[src/rtl/ntt_job_sequencer_if.sv]
`default_nettype none
// ============================================================================
// Module   : ntt_job_sequencer_if
// Desc     : Command, BRAM-port and NTT-core signals of the job sequencer
// Revision : 1.0
// ============================================================================
interface ntt_job_sequencer_if #(
  parameter int N = 64
);
  localparam int IW = $clog2(N);

  logic          cmd_valid;
  logic          cmd_ready;
  logic [10:0]   cmd_src;
  logic [10:0]   cmd_dst;
  logic          busy;
  logic          job_done;
  logic          job_err;

  logic [12:0]   bram_addr;
  logic          bram_en;
  logic          bram_we;
  logic [63:0]   bram_din;
  logic [63:0]   bram_dout;

  logic          coef_we;
  logic [IW-1:0] coef_idx;
  logic [63:0]   coef_data;
  logic          ntt_rst;
  logic          ntt_done;
  logic [IW-1:0] res_idx;
  logic [63:0]   res_data;

  modport master (
    input  cmd_valid, cmd_src, cmd_dst, bram_dout, ntt_done, res_data,
    output cmd_ready, busy, job_done, job_err,
    output bram_addr, bram_en, bram_we, bram_din,
    output coef_we, coef_idx, coef_data, ntt_rst, res_idx
  );

  modport slave (
    output cmd_valid, cmd_src, cmd_dst, bram_dout, ntt_done, res_data,
    input  cmd_ready, busy, job_done, job_err,
    input  bram_addr, bram_en, bram_we, bram_din,
    input  coef_we, coef_idx, coef_data, ntt_rst, res_idx
  );
endinterface
`default_nettype wire

[src/rtl/ntt_job_sequencer.sv]
`default_nettype none
// ============================================================================
// Module   : ntt_job_sequencer
// Desc     : Loads N coefficients from BRAM, runs the NTT core, stores N results
// Revision : 1.0
// ============================================================================
module ntt_job_sequencer #(
  parameter int N          = 64,
  parameter int RD_LAT     = 1,
  parameter int ADDR_SHIFT = 2,
  parameter int TIMEOUT    = 4096
) (
  input  logic                clk,
  input  logic                rst_n,
  ntt_job_sequencer_if.master bus
);

  localparam int            IW     = $clog2(N);
  localparam int            CW     = $clog2(TIMEOUT + 1);
  localparam logic [IW:0]   C_N    = (IW+1)'(N);
  localparam logic [IW-1:0] C_LAST = IW'(N - 1);
  localparam logic [CW-1:0] C_TMO  = CW'(TIMEOUT - 1);

  typedef enum logic [2:0] {
    S_IDLE  = 3'd0,
    S_LOAD  = 3'd1,
    S_KICK  = 3'd2,
    S_WAIT  = 3'd3,
    S_STORE = 3'd4,
    S_DONE  = 3'd5
  } state_t;

  state_t        state_q, state_d;
  logic [10:0]   src_q, src_d;
  logic [10:0]   dst_q, dst_d;
  logic [IW:0]   cnt_q, cnt_d;
  logic [CW-1:0] tmo_q, tmo_d;
  logic          err_q, err_d;
  logic [12:0]   addr_q, addr_d;
  logic          en_q, en_d;
  logic          we_q, we_d;
  logic [63:0]   din_q, din_d;
  logic [IW-1:0] res_idx_q, res_idx_d;

  // Read-return delay line: stage 0 tracks the read currently on the BRAM pins,
  // stage RD_LAT lines up with its data on bram_dout.
  logic [RD_LAT:0] rv_q;
  logic [IW-1:0]   ridx_q [RD_LAT+1];
  logic            rv0_d;
  logic [IW-1:0]   ridx0_d;
  logic            last_capture;

  function automatic logic [12:0] word_addr(input logic [10:0] base, input logic [IW:0] idx);
    logic [10:0] w;
    w = base + 11'(idx);
    return 13'(32'(w) << ADDR_SHIFT);
  endfunction

  assign last_capture = rv_q[RD_LAT] && (ridx_q[RD_LAT] == C_LAST);

  always_comb begin
    state_d   = state_q;
    src_d     = src_q;
    dst_d     = dst_q;
    cnt_d     = cnt_q;
    tmo_d     = tmo_q;
    err_d     = err_q;
    addr_d    = addr_q;
    en_d      = 1'b0;
    we_d      = 1'b0;
    din_d     = din_q;
    res_idx_d = res_idx_q;
    rv0_d     = 1'b0;
    ridx0_d   = ridx_q[0];
    unique case (state_q)
      S_IDLE: begin
        if (bus.cmd_valid) begin
          src_d     = bus.cmd_src;
          dst_d     = bus.cmd_dst;
          err_d     = 1'b0;
          tmo_d     = '0;
          res_idx_d = '0;
          addr_d    = word_addr(bus.cmd_src, '0);
          en_d      = 1'b1;
          rv0_d     = 1'b1;
          ridx0_d   = '0;
          cnt_d     = (IW+1)'(1);
          state_d   = S_LOAD;
        end
      end
      S_LOAD: begin
        if (cnt_q < C_N) begin
          addr_d  = word_addr(src_q, cnt_q);
          en_d    = 1'b1;
          rv0_d   = 1'b1;
          ridx0_d = cnt_q[IW-1:0];
          cnt_d   = cnt_q + 1'b1;
        end
        if (last_capture) begin
          state_d = S_KICK;
        end
      end
      S_KICK: begin
        tmo_d   = '0;
        cnt_d   = '0;
        state_d = S_WAIT;
      end
      S_WAIT: begin
        // Write 0 is staged here so that STORE shows exactly N write cycles.
        if (bus.ntt_done) begin
          addr_d    = word_addr(dst_q, '0);
          din_d     = bus.res_data;
          en_d      = 1'b1;
          we_d      = 1'b1;
          res_idx_d = res_idx_q + 1'b1;
          cnt_d     = (IW+1)'(1);
          state_d   = S_STORE;
        end else if (tmo_q == C_TMO) begin
          err_d   = 1'b1;
          state_d = S_DONE;
        end else begin
          tmo_d = tmo_q + 1'b1;
        end
      end
      S_STORE: begin
        if (cnt_q < C_N) begin
          addr_d    = word_addr(dst_q, cnt_q);
          din_d     = bus.res_data;
          en_d      = 1'b1;
          we_d      = 1'b1;
          res_idx_d = res_idx_q + 1'b1;
          cnt_d     = cnt_q + 1'b1;
        end else begin
          res_idx_d = '0;
          state_d   = S_DONE;
        end
      end
      S_DONE: begin
        state_d = S_IDLE;
      end
      default: begin
        state_d = S_IDLE;
      end
    endcase
  end

  always_ff @(posedge clk or negedge rst_n) begin
    if (!rst_n) begin
      state_q   <= S_IDLE;
      src_q     <= '0;
      dst_q     <= '0;
      cnt_q     <= '0;
      tmo_q     <= '0;
      err_q     <= 1'b0;
      addr_q    <= '0;
      en_q      <= 1'b0;
      we_q      <= 1'b0;
      din_q     <= '0;
      res_idx_q <= '0;
    end else begin
      state_q   <= state_d;
      src_q     <= src_d;
      dst_q     <= dst_d;
      cnt_q     <= cnt_d;
      tmo_q     <= tmo_d;
      err_q     <= err_d;
      addr_q    <= addr_d;
      en_q      <= en_d;
      we_q      <= we_d;
      din_q     <= din_d;
      res_idx_q <= res_idx_d;
    end
  end

  always_ff @(posedge clk or negedge rst_n) begin
    if (!rst_n) begin
      rv_q <= '0;
      for (int s = 0; s <= RD_LAT; s++) begin
        ridx_q[s] <= '0;
      end
    end else begin
      rv_q      <= {rv_q[RD_LAT-1:0], rv0_d};
      ridx_q[0] <= ridx0_d;
      for (int s = 1; s <= RD_LAT; s++) begin
        ridx_q[s] <= ridx_q[s-1];
      end
    end
  end

  assign bus.cmd_ready = (state_q == S_IDLE);
  assign bus.busy      = (state_q != S_IDLE);
  assign bus.job_done  = (state_q == S_DONE);
  assign bus.job_err   = (state_q == S_DONE) && err_q;
  assign bus.ntt_rst   = !((state_q == S_WAIT) || (state_q == S_STORE));
  assign bus.bram_addr = addr_q;
  assign bus.bram_en   = en_q;
  assign bus.bram_we   = we_q;
  assign bus.bram_din  = din_q;
  assign bus.coef_we   = rv_q[RD_LAT];
  assign bus.coef_idx  = ridx_q[RD_LAT];
  assign bus.coef_data = rv_q[RD_LAT] ? bus.bram_dout : 64'd0;
  assign bus.res_idx   = res_idx_q;

endmodule
`default_nettype wire

[src/flat_wrapper.sv]
// flat-port wrapper written by rule: the top's interface ports become plain ports
module ntt_job_sequencer_flat 
#(
  parameter int N          = 64,
  parameter int RD_LAT     = 1,
  parameter int ADDR_SHIFT = 2,
  parameter int TIMEOUT    = 4096
)
  (clk, rst_n, bus_cmd_valid, bus_cmd_src, bus_cmd_dst, bus_bram_dout, bus_ntt_done, bus_res_data, bus_cmd_ready, bus_busy, bus_job_done, bus_job_err, bus_bram_addr, bus_bram_en, bus_bram_we, bus_bram_din, bus_coef_we, bus_coef_idx, bus_coef_data, bus_ntt_rst, bus_res_idx);
  ntt_job_sequencer_if #(.N(N)) bus_i ();
  input  logic clk;
  input  logic rst_n;
  input wire logic [$bits(bus_i.cmd_valid)-1:0] bus_cmd_valid;
  input wire logic [$bits(bus_i.cmd_src)-1:0] bus_cmd_src;
  input wire logic [$bits(bus_i.cmd_dst)-1:0] bus_cmd_dst;
  input wire logic [$bits(bus_i.bram_dout)-1:0] bus_bram_dout;
  input wire logic [$bits(bus_i.ntt_done)-1:0] bus_ntt_done;
  input wire logic [$bits(bus_i.res_data)-1:0] bus_res_data;
  output wire logic [$bits(bus_i.cmd_ready)-1:0] bus_cmd_ready;
  output wire logic [$bits(bus_i.busy)-1:0] bus_busy;
  output wire logic [$bits(bus_i.job_done)-1:0] bus_job_done;
  output wire logic [$bits(bus_i.job_err)-1:0] bus_job_err;
  output wire logic [$bits(bus_i.bram_addr)-1:0] bus_bram_addr;
  output wire logic [$bits(bus_i.bram_en)-1:0] bus_bram_en;
  output wire logic [$bits(bus_i.bram_we)-1:0] bus_bram_we;
  output wire logic [$bits(bus_i.bram_din)-1:0] bus_bram_din;
  output wire logic [$bits(bus_i.coef_we)-1:0] bus_coef_we;
  output wire logic [$bits(bus_i.coef_idx)-1:0] bus_coef_idx;
  output wire logic [$bits(bus_i.coef_data)-1:0] bus_coef_data;
  output wire logic [$bits(bus_i.ntt_rst)-1:0] bus_ntt_rst;
  output wire logic [$bits(bus_i.res_idx)-1:0] bus_res_idx;
  assign bus_i.cmd_valid = bus_cmd_valid;
  assign bus_i.cmd_src = bus_cmd_src;
  assign bus_i.cmd_dst = bus_cmd_dst;
  assign bus_i.bram_dout = bus_bram_dout;
  assign bus_i.ntt_done = bus_ntt_done;
  assign bus_i.res_data = bus_res_data;
  assign bus_cmd_ready = bus_i.cmd_ready;
  assign bus_busy = bus_i.busy;
  assign bus_job_done = bus_i.job_done;
  assign bus_job_err = bus_i.job_err;
  assign bus_bram_addr = bus_i.bram_addr;
  assign bus_bram_en = bus_i.bram_en;
  assign bus_bram_we = bus_i.bram_we;
  assign bus_bram_din = bus_i.bram_din;
  assign bus_coef_we = bus_i.coef_we;
  assign bus_coef_idx = bus_i.coef_idx;
  assign bus_coef_data = bus_i.coef_data;
  assign bus_ntt_rst = bus_i.ntt_rst;
  assign bus_res_idx = bus_i.res_idx;
  ntt_job_sequencer #(.N(N), .RD_LAT(RD_LAT), .ADDR_SHIFT(ADDR_SHIFT), .TIMEOUT(TIMEOUT)) u_core (.clk(clk), .rst_n(rst_n), .bus(bus_i));
endmodule
[config.mk]
export PLATFORM = sky130hd
export DESIGN_NAME = ntt_job_sequencer_flat
export DESIGN_NICKNAME = d
export VERILOG_FILES = /design/src/rtl/ntt_job_sequencer_if.sv /design/src/rtl/ntt_job_sequencer.sv /design/src/flat_wrapper.sv
export SDC_FILE = /design/constraint.sdc
export NUM_CORES = 1
export LEC_CHECK = 0
export BUFFER_PORTS_ARGS = -buffer_cell sky130_fd_sc_hd__buf_4
export CAP_MARGIN = 5
export CORE_AREA = 2 2 121 123
export CTS_CLUSTER_SIZE = 10
export DETAILED_ROUTE_END_ITERATION = 10
export DIE_AREA = 0 0 123 125
export PLACE_DENSITY_LB_ADDON = 0.1
export REMOVE_ABC_BUFFERS = 1
export SLEW_MARGIN = 20
export SYNTH_ARGS = -nofsm -noshare
export SYNTH_HDL_FRONTEND = slang
export SYNTH_SLANG_ARGS = --single-unit
[constraint.sdc]
create_clock -name clk -period 6.8 [get_ports clk]
set_input_delay 1.02 -clock clk [delete_from_list [all_inputs] [get_ports clk]]
set_output_delay 1.02 -clock clk [all_outputs]
set_load 0.01 [all_outputs]
==> results.ini, run 1 <==
[status]
status = finished, final reports clean

[global_route]
grt_overflow = 0
antenna_found_initial = 0
grtUsageTotal = 0.290
grt_max_degree = 77
grt_pass1_vias = 6242
grt_pass1_wl_um = 33900

[pwr]
ir_worst_vdd_mv = 0.319
p_per_area_nw_per_um2 = 460
p_switching_uw = 1790
internal_power_uw = 2800
p_clk_frac = 0.222
seq_power_share = 0.315
leakage_uw = 0.00523
comb_power_share = 0.463
switching_share = 0.390

[route]
vias = 6452
drt_iter0_drc = 533
drcViolationCount = 0
avgViaCountPerCell = 5.12
wirelength_um = 21600
ant_nets = 0
drt_first_pass_iters = 7
wire_per_inst_um = 17.1

[critical_path]
cp-end-kind = output port
crit_fanout = 20
crit_chain = nor2b_1 > and2_0 > nor2_1 > buf_4
worst_path_largest_cell_delay_ns = 0.73
critPathArrivalTime_ns = 2.65
critical_path_class = reg2out
r2r_cells = 7
critPathLaunchType = flop
required_ns = 5.78
slowest_stage = and2_0

[clock_tree]
clk_pin_slew_ns = 0.06
clockBufferDepth = 2
cts-root-buf = clkbuf_16
postCtsSetupRepairBufs = 0
htreeDepth = 4
ctsResizeCount = 0
hold_buffers = 0
cts_buffers = 17
clock_sinks = 143
cts_tree = done
clk_latency_ns = 0.42

[sta]
finClkSkew_ns = 0.00469
tns_ns = 0
maxSlewViolCount = 0
setup_viol = 0
finalHoldViolations = 0
finalCritPeriodShare = 0.539
timing.slew.headroom = 0.356
tightest_slew_ns = 0.967
rsz0062_at_grt = no
fmax_mhz = 273
min_period_ns = 3.67
timing.hold.ws_ns = 0.351

[synth]
synth_cell_types = 54
yosysSeqAreaShare = 0.515
synth_top_area_frac = 0.515
ys_warn_count = 0
synth_area_um2 = 6940
synth_top_area_cell = dfrtp_1
synth_seq_cells = 143
synth_edf_count = 0
async_flop_share = 1.00
syn_inst = 774
synth_area_leaders = dfrtp_1 52%, nand2_1 14%, and2_1 6.0%, mux2_2 3.6%, o21ai_0 2.7%
synth.avg_cell_area_um2 = 8.97
synth_ff_type = dfrtp_1

[final_layout]
fin_util = 0.702
synthToLayoutAreaGrowth_pct = 43.7
final_cell_mix = 315 x buf_4, 252 x nand2_1, 143 x dfrtp_1
drive_gt1_frac = 0.354
antenna_cells = 0
nets = 1228
layout_commonest_cell = buf_4

[min_path]
min_path_cells = 0
hp-class = reg2reg

[die]
ios = 315
die_y_um = 125
die-area_um2 = 15400
core_um2 = 14200
die_w_um = 123
rows = 44
initial_utilization = 0.489

[placed_design]
dp_hpwl_um = 16200
place_congestion = 0.867
io_buffer_count = 312

[flow_run]
cap_violations = 0

==> state kept, by name, indices dropped and copies added (netlist names) <==
| name | flops |
|---|---|
| u_core.bus.bram_en | 1 |
| u_core.dst_q | 11 |
| u_core.tmo_q | 13 |
| u_core.err_q | 1 |
| u_core.cnt_q | 7 |
| u_core.bus.coef_idx | 6 |
| u_core.bus.bram_addr | 11 |
| u_core.bus.bram_we | 1 |
| u_core.bus.res_idx | 6 |
| u_core.state_q | 3 |
| u_core.ridx_q | 6 |
| u_core.rv_q | 2 |
| u_core.src_q | 11 |
| u_core.bus.bram_din | 64 |
==> cell type report <==
cell class,count,area [um^2]
Fill cell,1136,4230
Sequential cell,143,3580
Multi-Input combinational cell,572,3090
Timing Repair Buffer,316,2380
Clock buffer,22,494
Tap cell,184,230
Clock inverter,9,155
Inverter,13,48.8
==> per-layer routing <==
layer  track usage  vias to the layer above  wire length (um)
met1         0.387                     3074              8950
met3        0.0789                       32              1780
li1              -                     3105                 -
met4        0.0963                        0               483
met2         0.458                      241             10400
met5             0                        -                 0
==> kinds of logic (layout without fill, tap and decap cells) <==
kind of cell             after synthesis  after routing  share of synthesized area
AND/OR/NAND/NOR                      417            417                      0.271
flip-flops                           143            143                      0.515
AO/OA/AOI/OAI                        101            101                     0.0906
buffers and inverters                 60            360                     0.0413
multiplexers                          26             26                     0.0414
XOR/XNOR                              15             15                     0.0189
adder cells (fa/ha/maj)               11             11                     0.0209
other                                  1              2                   0.000540
==> stage by stage <==
| stage | std cells | power (uW) | area, um^2 | setup WS [ns] |
|---|---|---|---|---|
| 3_3_place_gp | 1228 | 3540 | 9320 | 3.43 |
| 3_5_place_dp | 1228 | 3570 | 9320 | 3.28 |
| 4_1_cts | 1259 | 4600 | 9970 | 3.16 |
| 2_1_floorplan | 728 | 2570 | 6710 | 2.89 |
| 6_report | 1259 | 4590 | 9980 | 3.13 |
| 5_1_grt | 1259 | 4920 | 9980 | 2.79 |
==> path summary, 6_finish.rpt <==
| check | from | endpoint | slack [ns] |
|---|---|---|---|
| max in group asynchronous | rst_n | u_core.bus.bram_din[52]$_DFFE_PN0P_ | 4.81 |
| worst min register to register | u_core.rv_q[0]$_DFF_PN0_ | u_core.rv_q[1]$_DFF_PN0_ | 0.35 |
| worst max-delay path | u_core.state_q[0]$_DFFE_PN0P_ | bus_ntt_rst | 3.13 |
| worst min-delay path | u_core.rv_q[0]$_DFF_PN0_ | u_core.rv_q[1]$_DFF_PN0_ | 0.35 |
| worst max register to register | u_core.state_q[0]$_DFFE_PN0P_ | u_core.cnt_q[4]$_DFFE_PN0P_ | 3.24 |
| min in group asynchronous | rst_n | u_core.dst_q[1]$_DFFE_PN0P_ | 0.58 |
==> power groups by stage <==
stage,registers (uW),logic [uW],clock network [uW]
3_3_place_gp,1450,2090,0
5_1_grt,1490,2370,1060
2_1_floorplan,1520,1050,0
4_1_cts,1440,2140,1020
3_5_place_dp,1450,2120,0
6_report,1450,2130,1020
==> worst max-delay path: cells and delay by family, from the launching register on <==
| family | cells | cell delay [ns] |
|---|---|---|
| and+or+nand+nor | 3 | 1.36 |
| DFF | 1 | 0.68 |
| buffers and inverters | 1 | 0.19 |
==> synthesized netlist by cell type (4+ instances only) <==
cell type and n:
inv_1 12, xor2_1 5, mux2_2 22, a22oi_1 4
clkbuf_1 24, and3_1 6, nor3_1 5, a21oi_1 23
dfrtp_1 143, xnor2_1 10, ha_1 10, a222oi_1 7
nand2_1 252, nand3_1 12, nor2_1 46, buf_2 13
mux2i_1 4, o21ai_0 37, buf_4 8, nand3b_1 4
nand4_1 4, and2_1 67, a31oi_1 7
Power figures use the tool's default switching activity.
==> inputs of run 2 (changes only) <==
- CORE_AREA: 2 2 121 123 -> default
- CORE_UTILIZATION: default -> 43
- DIE_AREA: 0 0 123 125 -> default
- clock period: 6.8 -> 3.2 ns (I/O delays scaled with it)
==> run 2 against run 1 <==
Wire length is 5.7% higher; worst setup slack got worse by 2.9 ns; combinational power is 120% higher; critical path depth rose by 6; count of clock-buffer cells in the layout decreased by 2; non-clock buffer count rose by 11; critical endpoint is now u_core.bus.bram_addr[9]$_DFFE_PN0P_; first-iteration DRC count down 8.1%; clock skew increased by 0.0037 ns; largest power group unchanged; die area grew 8.4%; sequential cell count did not move; largest cell class unchanged.
==> results.ini, run 2 (synthesis results as in run 1) <==
[final_layout]
multi_input_area_um2 = 3090  ; about the same
regArea_um2 = 3580  ; about the same
synthToLayoutAreaGrowth_pct = 45.0  ; was 43.7%
nets = 1239  ; was 1228
layout_commonest_cell = buf_4  ; unchanged
largest_register_ffs = 64  ; unchanged
n_fill_cell = 1408  ; was 1136
drive_gt1_frac = 0.359  ; was 0.354
final_cell_mix = 324 x buf_4, 252 x nand2_1, 142 x dfrtp_1  ; was 315 x buf_4, 252 x nand2_1, 143 x dfrtp_1
final_cell_area_um2 = 10100  ; was 9980 um^2

[die]
die_y_um = 129  ; was 125 um
rows = 46  ; was 44
core_um2 = 15800  ; was 14200 um^2
initial_utilization = 0.439  ; was 0.489
die-area_um2 = 16700  ; was 15400 um^2
die_w_um = 129  ; was 123 um
ios = 315  ; unchanged

[clock_tree]
clock_sinks = 143  ; unchanged
clockBufferDepth = 2  ; unchanged
cts-root-buf = clkbuf_16  ; unchanged
clk_latency_ns = 0.42  ; about the same
htreeDepth = 4  ; unchanged
clk_pin_slew_ns = 0.06  ; about the same
cts_buffers = 17  ; unchanged
cts_tree = done  ; unchanged

[sta]
setup_viol = 0  ; unchanged
finClkSkew_ns = 0.00840  ; was 0.00469 ns
min_period_ns = 2.96
setup_ws_ns = 0.245  ; was 3.13 ns
finalCritPeriodShare = 0.924
fmax_mhz = 338
maxSlewViolCount = 0  ; unchanged
rsz0062_at_grt = no  ; unchanged
tightest_slew_ns = 0.661  ; was 0.967 ns
finalHoldViolations = 0  ; unchanged
timing.slew.headroom = 0.555  ; was 0.356

[critical_path]
critical_path_class = reg2reg  ; was reg2out
crit_fanout = 11  ; was 20
cp-end-kind = flop  ; was output port
critPathArrivalTime_ns = 3.25  ; was 2.65 ns
critPathLaunchType = flop  ; unchanged
required_ns = 3.49  ; was 5.78 ns

[route]
ant_nets = 0  ; unchanged
drt_iter0_drc = 490  ; was 533
wire_per_inst_um = 17.4  ; was 17.1 um
avgViaCountPerCell = 4.91  ; was 5.12
drcViolationCount = 0  ; unchanged
wirelength_um = 22800  ; was 21600 um
drt_first_pass_iters = 5  ; was 7
vias = 6424  ; was 6452

[placed_design]
io_buffer_count = 312  ; unchanged
place_ws_ns = 0.241  ; was 3.28 ns
place_congestion = 0.865  ; was 0.867
placed_area_um2 = 9470  ; was 9320 um^2
dp_hpwl_um = 17200  ; was 16200 um

[global_route]
grt_pass1_wl_um = 34300  ; was 33900 um
grtUsageTotal = 0.280  ; was 0.290
antenna_found_initial = 6  ; was 0
grt_overflow = 0  ; unchanged
grt_pass1_vias = 6075  ; was 6242
grt_max_degree = 69  ; was 77

[pwr]
p_per_area_nw_per_um2 = 958  ; was 460 nW/um^2
leakage_uw = 0.00526  ; was 0.00523 uW
ir_worst_vdd_mv = 0.602  ; was 0.319 mV

[min_path]
hp-class = in2async  ; was reg2reg

[status]
status = finished, final reports clean  ; unchanged

[flow_run]
cap_violations = 0  ; unchanged

[run 2: cell count changes in the layout (fill, tap and decap cells not counted), sizes merged]
| cell | before | now |
|---|---|---|
| bufinv | 4 | 2 |
| inv | 13 | 15 |
| buf | 316 | 327 |
| clkinv | 4 | 7 |
| diode | 0 | 6 |
| clkbuf | 22 | 20 |
[run 2: metal layers]
layer | up-vias | wire length (um) | GRT usage
li1 | 3141 | - | -
met1 | 3062 | 9240 | 0.336
met2 | 191 | 11700 | 0.475
met3 | 30 | 1320 | 0.0718
met4 | 0 | 570 | 0.129
met5 | - | 0 | 0
[run 2: worst paths after layout]
| kind | slack (ns) | end | start | cells after the start |
|---|---|---|---|---|
| worst max-delay path | 0.24 | u_core.bus.bram_addr[9]$_DFFE_PN0P_ | u_core.state_q[1]$_DFFE_PN0P_ | 10 |
| worst min-delay path | 0.07 | u_core.dst_q[2]$_DFFE_PN0P_ | rst_n | 1 |
| worst max register to register | 0.24 | u_core.bus.bram_addr[9]$_DFFE_PN0P_ | u_core.state_q[1]$_DFFE_PN0P_ | 10 |
| worst min register to register | 0.35 | u_core.rv_q[1]$_DFF_PN0_ | u_core.rv_q[0]$_DFF_PN0_ | 0 |
| max in group asynchronous | 2.32 | u_core.state_q[0]$_DFFE_PN0P_ | rst_n | 2 |
| min in group clk | 0.25 | u_core.bus.bram_din[16]$_DFFE_PN0P_ | bus_res_data[16] | 3 |
[run 2: stage by stage]
step,cells,setup TNS [ns],hold slack [ns],power [uW],utilization
CTS,1303,0,0.0762,9700,0.635
finish,1309,0,0.0682,9650,0.636
global route,1309,0,0.110,10300,0.636
global placement,1271,0,0.333,7630,0.598
detailed placement,1271,0,0.337,7700,0.598
floorplan,728,-51.74,0.184,5460,-
[run 2: power breakdown]
part | total, uW | switching (uW) | internal [uW] | leakage [uW]
combinational | 4690 | 2580 | 2110 | 0.00317
clock | 1950 | 781 | 1170 | 0.000285
sequential | 3010 | 477 | 2530 | 0.00181
total | 9650 | 3840 | 5810 | 0.00526
[run 2: repair_timing]
action	in CTS	in global routing
endpoints found under the setup margin	0	1
resized for setup	0	1
hold buffers	0	0
buffers inserted	0	0
endpoints found under the hold margin	0	0
[run 2: cell type report]
type,instances,share of cell area
flip-flops and latches,143,0.355
multi-input cells,572,0.307
repair buffers,327,0.247
clock buffers,20,0.0444
well taps,216,0.0268
clock inverters,12,0.0134
inverters,13,0.00485
diodes,6,0.00149
[run 2: critical path: stages, from the launching register on]
cell and delay (ns):
dfrtp_1 0.47, or3b_4 0.52, nand2_1 0.10, nand2_1 0.06, ha_1 0.22, or3_4 0.39
or2_2 0.28, o221ai_1 0.25, xnor2_1 0.12, a222oi_1 0.31, a21oi_1 0.11
==> inputs of run 3 (changes only) <==
- CAP_MARGIN: 5 -> 20
- CORE_UTILIZATION: 43 -> 44
- CTS_BUF_LIST: default -> sky130_fd_sc_hd__clkbuf_8
==> run 3 against run 2 <==
Worst setup slack got worse by 0.031 ns; global-route usage grew 1.3 points; wire length rose by 2.9%; total power is 5.2% lower; highest routed layer unchanged; worst hold slack better by 0.14 ns; largest power group unchanged; combinational power hardly changed; first-iteration DRC count is 4.5% lower; count of clock-buffer cells in the layout down 3; sequential cell count stayed put; clock power is 29% lower; register-to-register slack got worse by 0.03 ns; critical path type unchanged.
==> results.ini, run 3 (synthesis results as in run 1) <==
[final_layout]
layout_commonest_cell = buf_4  ; unchanged
nets = 1241  ; was 1239
largest_register_ffs = 64  ; unchanged
drive_gt1_frac = 0.358  ; was 0.359
final_cell_mix = 325 x buf_4, 252 x nand2_1, 143 x dfrtp_1  ; was 324 x buf_4, 252 x nand2_1, 142 x dfrtp_1
n_fill_cell = 1392  ; was 1408
synthToLayoutAreaGrowth_pct = 42.2  ; was 45.0%
final_cells = 1303  ; was 1309

[min_path]
hp-class = in2reg  ; was in2async
min_path_cells = 3
hp-start = bus_res_data[6]

[clock_tree]
ctsResizeCount = 0  ; unchanged
clk_pin_slew_ns = 0.09  ; was 0.06 ns
cts_buffers = 17  ; unchanged
cts_tree = done  ; unchanged
cts-root-buf = clkbuf_8  ; was clkbuf_16
postCtsSetupRepairBufs = 0  ; unchanged
clock_sinks = 143  ; unchanged
clockBufferDepth = 2  ; unchanged
htreeDepth = 4  ; unchanged
clk_latency_ns = 0.46  ; was 0.42 ns

[critical_path]
cp-end-kind = flop  ; unchanged
cpMostUsedCell = nand2_1  ; unchanged
required_ns = 3.53  ; was 3.49 ns
setup.worst_path.start = u_core.state_q[0]$_DFFE_PN0P_  ; was u_core.state_q[1]$_DFFE_PN0P_
crit_fanout = 8  ; was 11
r2r_cells = 12  ; was 10
crit_buf_inv = 1  ; was 0
critPathLaunchType = flop  ; unchanged
r2r_start = u_core.state_q[0]$_DFFE_PN0P_  ; was u_core.state_q[1]$_DFFE_PN0P_
slowest_stage = dfrtp_1  ; was or3b_4
critPathArrivalTime_ns = 3.31  ; was 3.25 ns
critical_path_class = reg2reg  ; unchanged
worstSetupPathDepth = 12  ; was 10
worst_path_largest_cell_delay_ns = 0.47  ; was 0.52 ns
critPathTopFamily = compound AO/OA/AOI/OAI gates  ; was simple AND/OR/NAND/NOR gates
crit_chain = nor3b_4 > nand2_1 > nand2_1 > ha_1 > inv_1 > fa_1 > nor2b_1 > o31a_1 > o2111ai_1 > xor2_1 > a222oi_1 > a21oi_1  ; was or3b_4 > nand2_1 > nand2_1 > ha_1 > or3_4 > or2_2 > o221ai_1 > xnor2_1 > a222oi_1 > a21oi_1

[route]
avgViaCountPerCell = 4.95  ; was 4.91
vias = 6451  ; was 6424
ant_nets = 0  ; unchanged
drcViolationCount = 0  ; unchanged
drt_first_pass_iters = 6  ; was 5
drt_iter0_drc = 468  ; was 490
wirelength_um = 23500  ; was 22800 um
wire_per_inst_um = 18.0  ; was 17.4 um

[placed_design]
io_buffer_count = 312  ; unchanged
dp_cells = 1267  ; was 1271
dp_hpwl_um = 18400  ; was 17200 um
place_congestion = 0.912  ; was 0.865
place_ws_ns = 0.243  ; was 0.241 ns

[flow_run]
cap_violations = 0  ; unchanged

[die]
die-area_um2 = 16300  ; was 16700 um^2
die_y_um = 128  ; was 129 um
rows = 45  ; was 46
ios = 315  ; unchanged
core_um2 = 15300  ; was 15800 um^2
initial_utilization = 0.453  ; was 0.439
die_w_um = 128  ; was 129 um

[pwr]
leakage_uw = 0.00517  ; was 0.00526 uW
ir_worst_vdd_mv = 0.641  ; was 0.602 mV
p_total_uw = 9150  ; was 9650 uW
p_per_area_nw_per_um2 = 926  ; was 958 nW/um^2

[global_route]
grtUsageTotal = 0.293  ; was 0.280
antenna_found_initial = 4  ; was 6
grt_overflow = 0  ; unchanged
grt_max_degree = 64  ; was 69
grt_pass1_vias = 6120  ; was 6075
grt_pass1_wl_um = 35200  ; was 34300 um

[status]
status = finished, final reports clean  ; unchanged

[sta]
fmax_mhz = 335  ; was 338 MHz
finalHoldViolations = 0  ; unchanged
tightest_slew_ns = 0.714  ; was 0.661 ns
timing.slew.headroom = 0.522  ; was 0.555
finClkSkew_ns = 0.0138  ; was 0.00840 ns
setup_ws_ns = 0.214  ; was 0.245 ns
maxSlewViolCount = 0  ; unchanged
setup_viol = 0  ; unchanged
min_period_ns = 2.99  ; was 2.96 ns
rsz0062_at_grt = no  ; unchanged
finalCritPeriodShare = 0.933  ; was 0.924

[run 3: final timing paths]
check | end | slack (ns)
max | u_core.bus.bram_addr[12]$_DFFE_PN0P_ | 0.21
min | u_core.bus.bram_din[6]$_DFFE_PN0P_ | 0.21
max reg2reg | u_core.bus.bram_addr[12]$_DFFE_PN0P_ | 0.21
min reg2reg | u_core.rv_q[1]$_DFF_PN0_ | 0.36
max in group asynchronous | u_core.bus.bram_din[45]$_DFFE_PN0P_ | 1.87
min in group asynchronous | u_core.dst_q[0]$_DFFE_PN0P_ | 0.53
[run 3: worst min-delay path, cell delays in order]
cell and delay [ns]:
buf_4 0.08, nand2_1 0.04, nand2_1 0.05
[run 3: power by group]
part | total [uW] | internal (uW) | switching, uW
sequential | 3030 | 2520 | 511
clock | 1390 | 687 | 704
combinational | 4720 | 2110 | 2610
total | 9150 | 5320 | 3820
[run 3: routing by layer]
layer	wire length [um]	GRT usage
met5	0	0
met3	1650	0.0775
met4	296	0.102
met2	11700	0.484
met1	9820	0.373
[run 3: metrics by stage]
step	area (um^2)	hold WS (ns)	utilization	setup TNS [ns]
floorplan	6710	0.184	-	-51.74
global placement	9470	0.333	0.619	0
detailed placement	9470	0.337	0.619	0
CTS	9860	0.191	0.644	0
global route	9870	0.196	0.645	0
finish	9870	0.212	0.645	0
[run 3: repair_timing]
| item | CTS | global route |
|---|---|---|
| endpoints found under the setup margin | 0 | 0 |
| hold endpoints to repair | 47 | 0 |
| hold buffers | 1 | 0 |
[run 3: cell type report]
| class | count | area [um^2] | share of cell area |
|---|---|---|---|
| clock buffers | 17 | 234 | 0.0237 |
| inverters | 13 | 48.8 | 0.00494 |
| clock inverters | 14 | 146 | 0.0148 |
| diodes | 4 | 10.0 | 0.00101 |
| multi-input cells | 572 | 3090 | 0.313 |
| repair buffers | 329 | 2500 | 0.253 |
| flip-flops and latches | 143 | 3580 | 0.362 |
| well taps | 211 | 264 | 0.0267 |
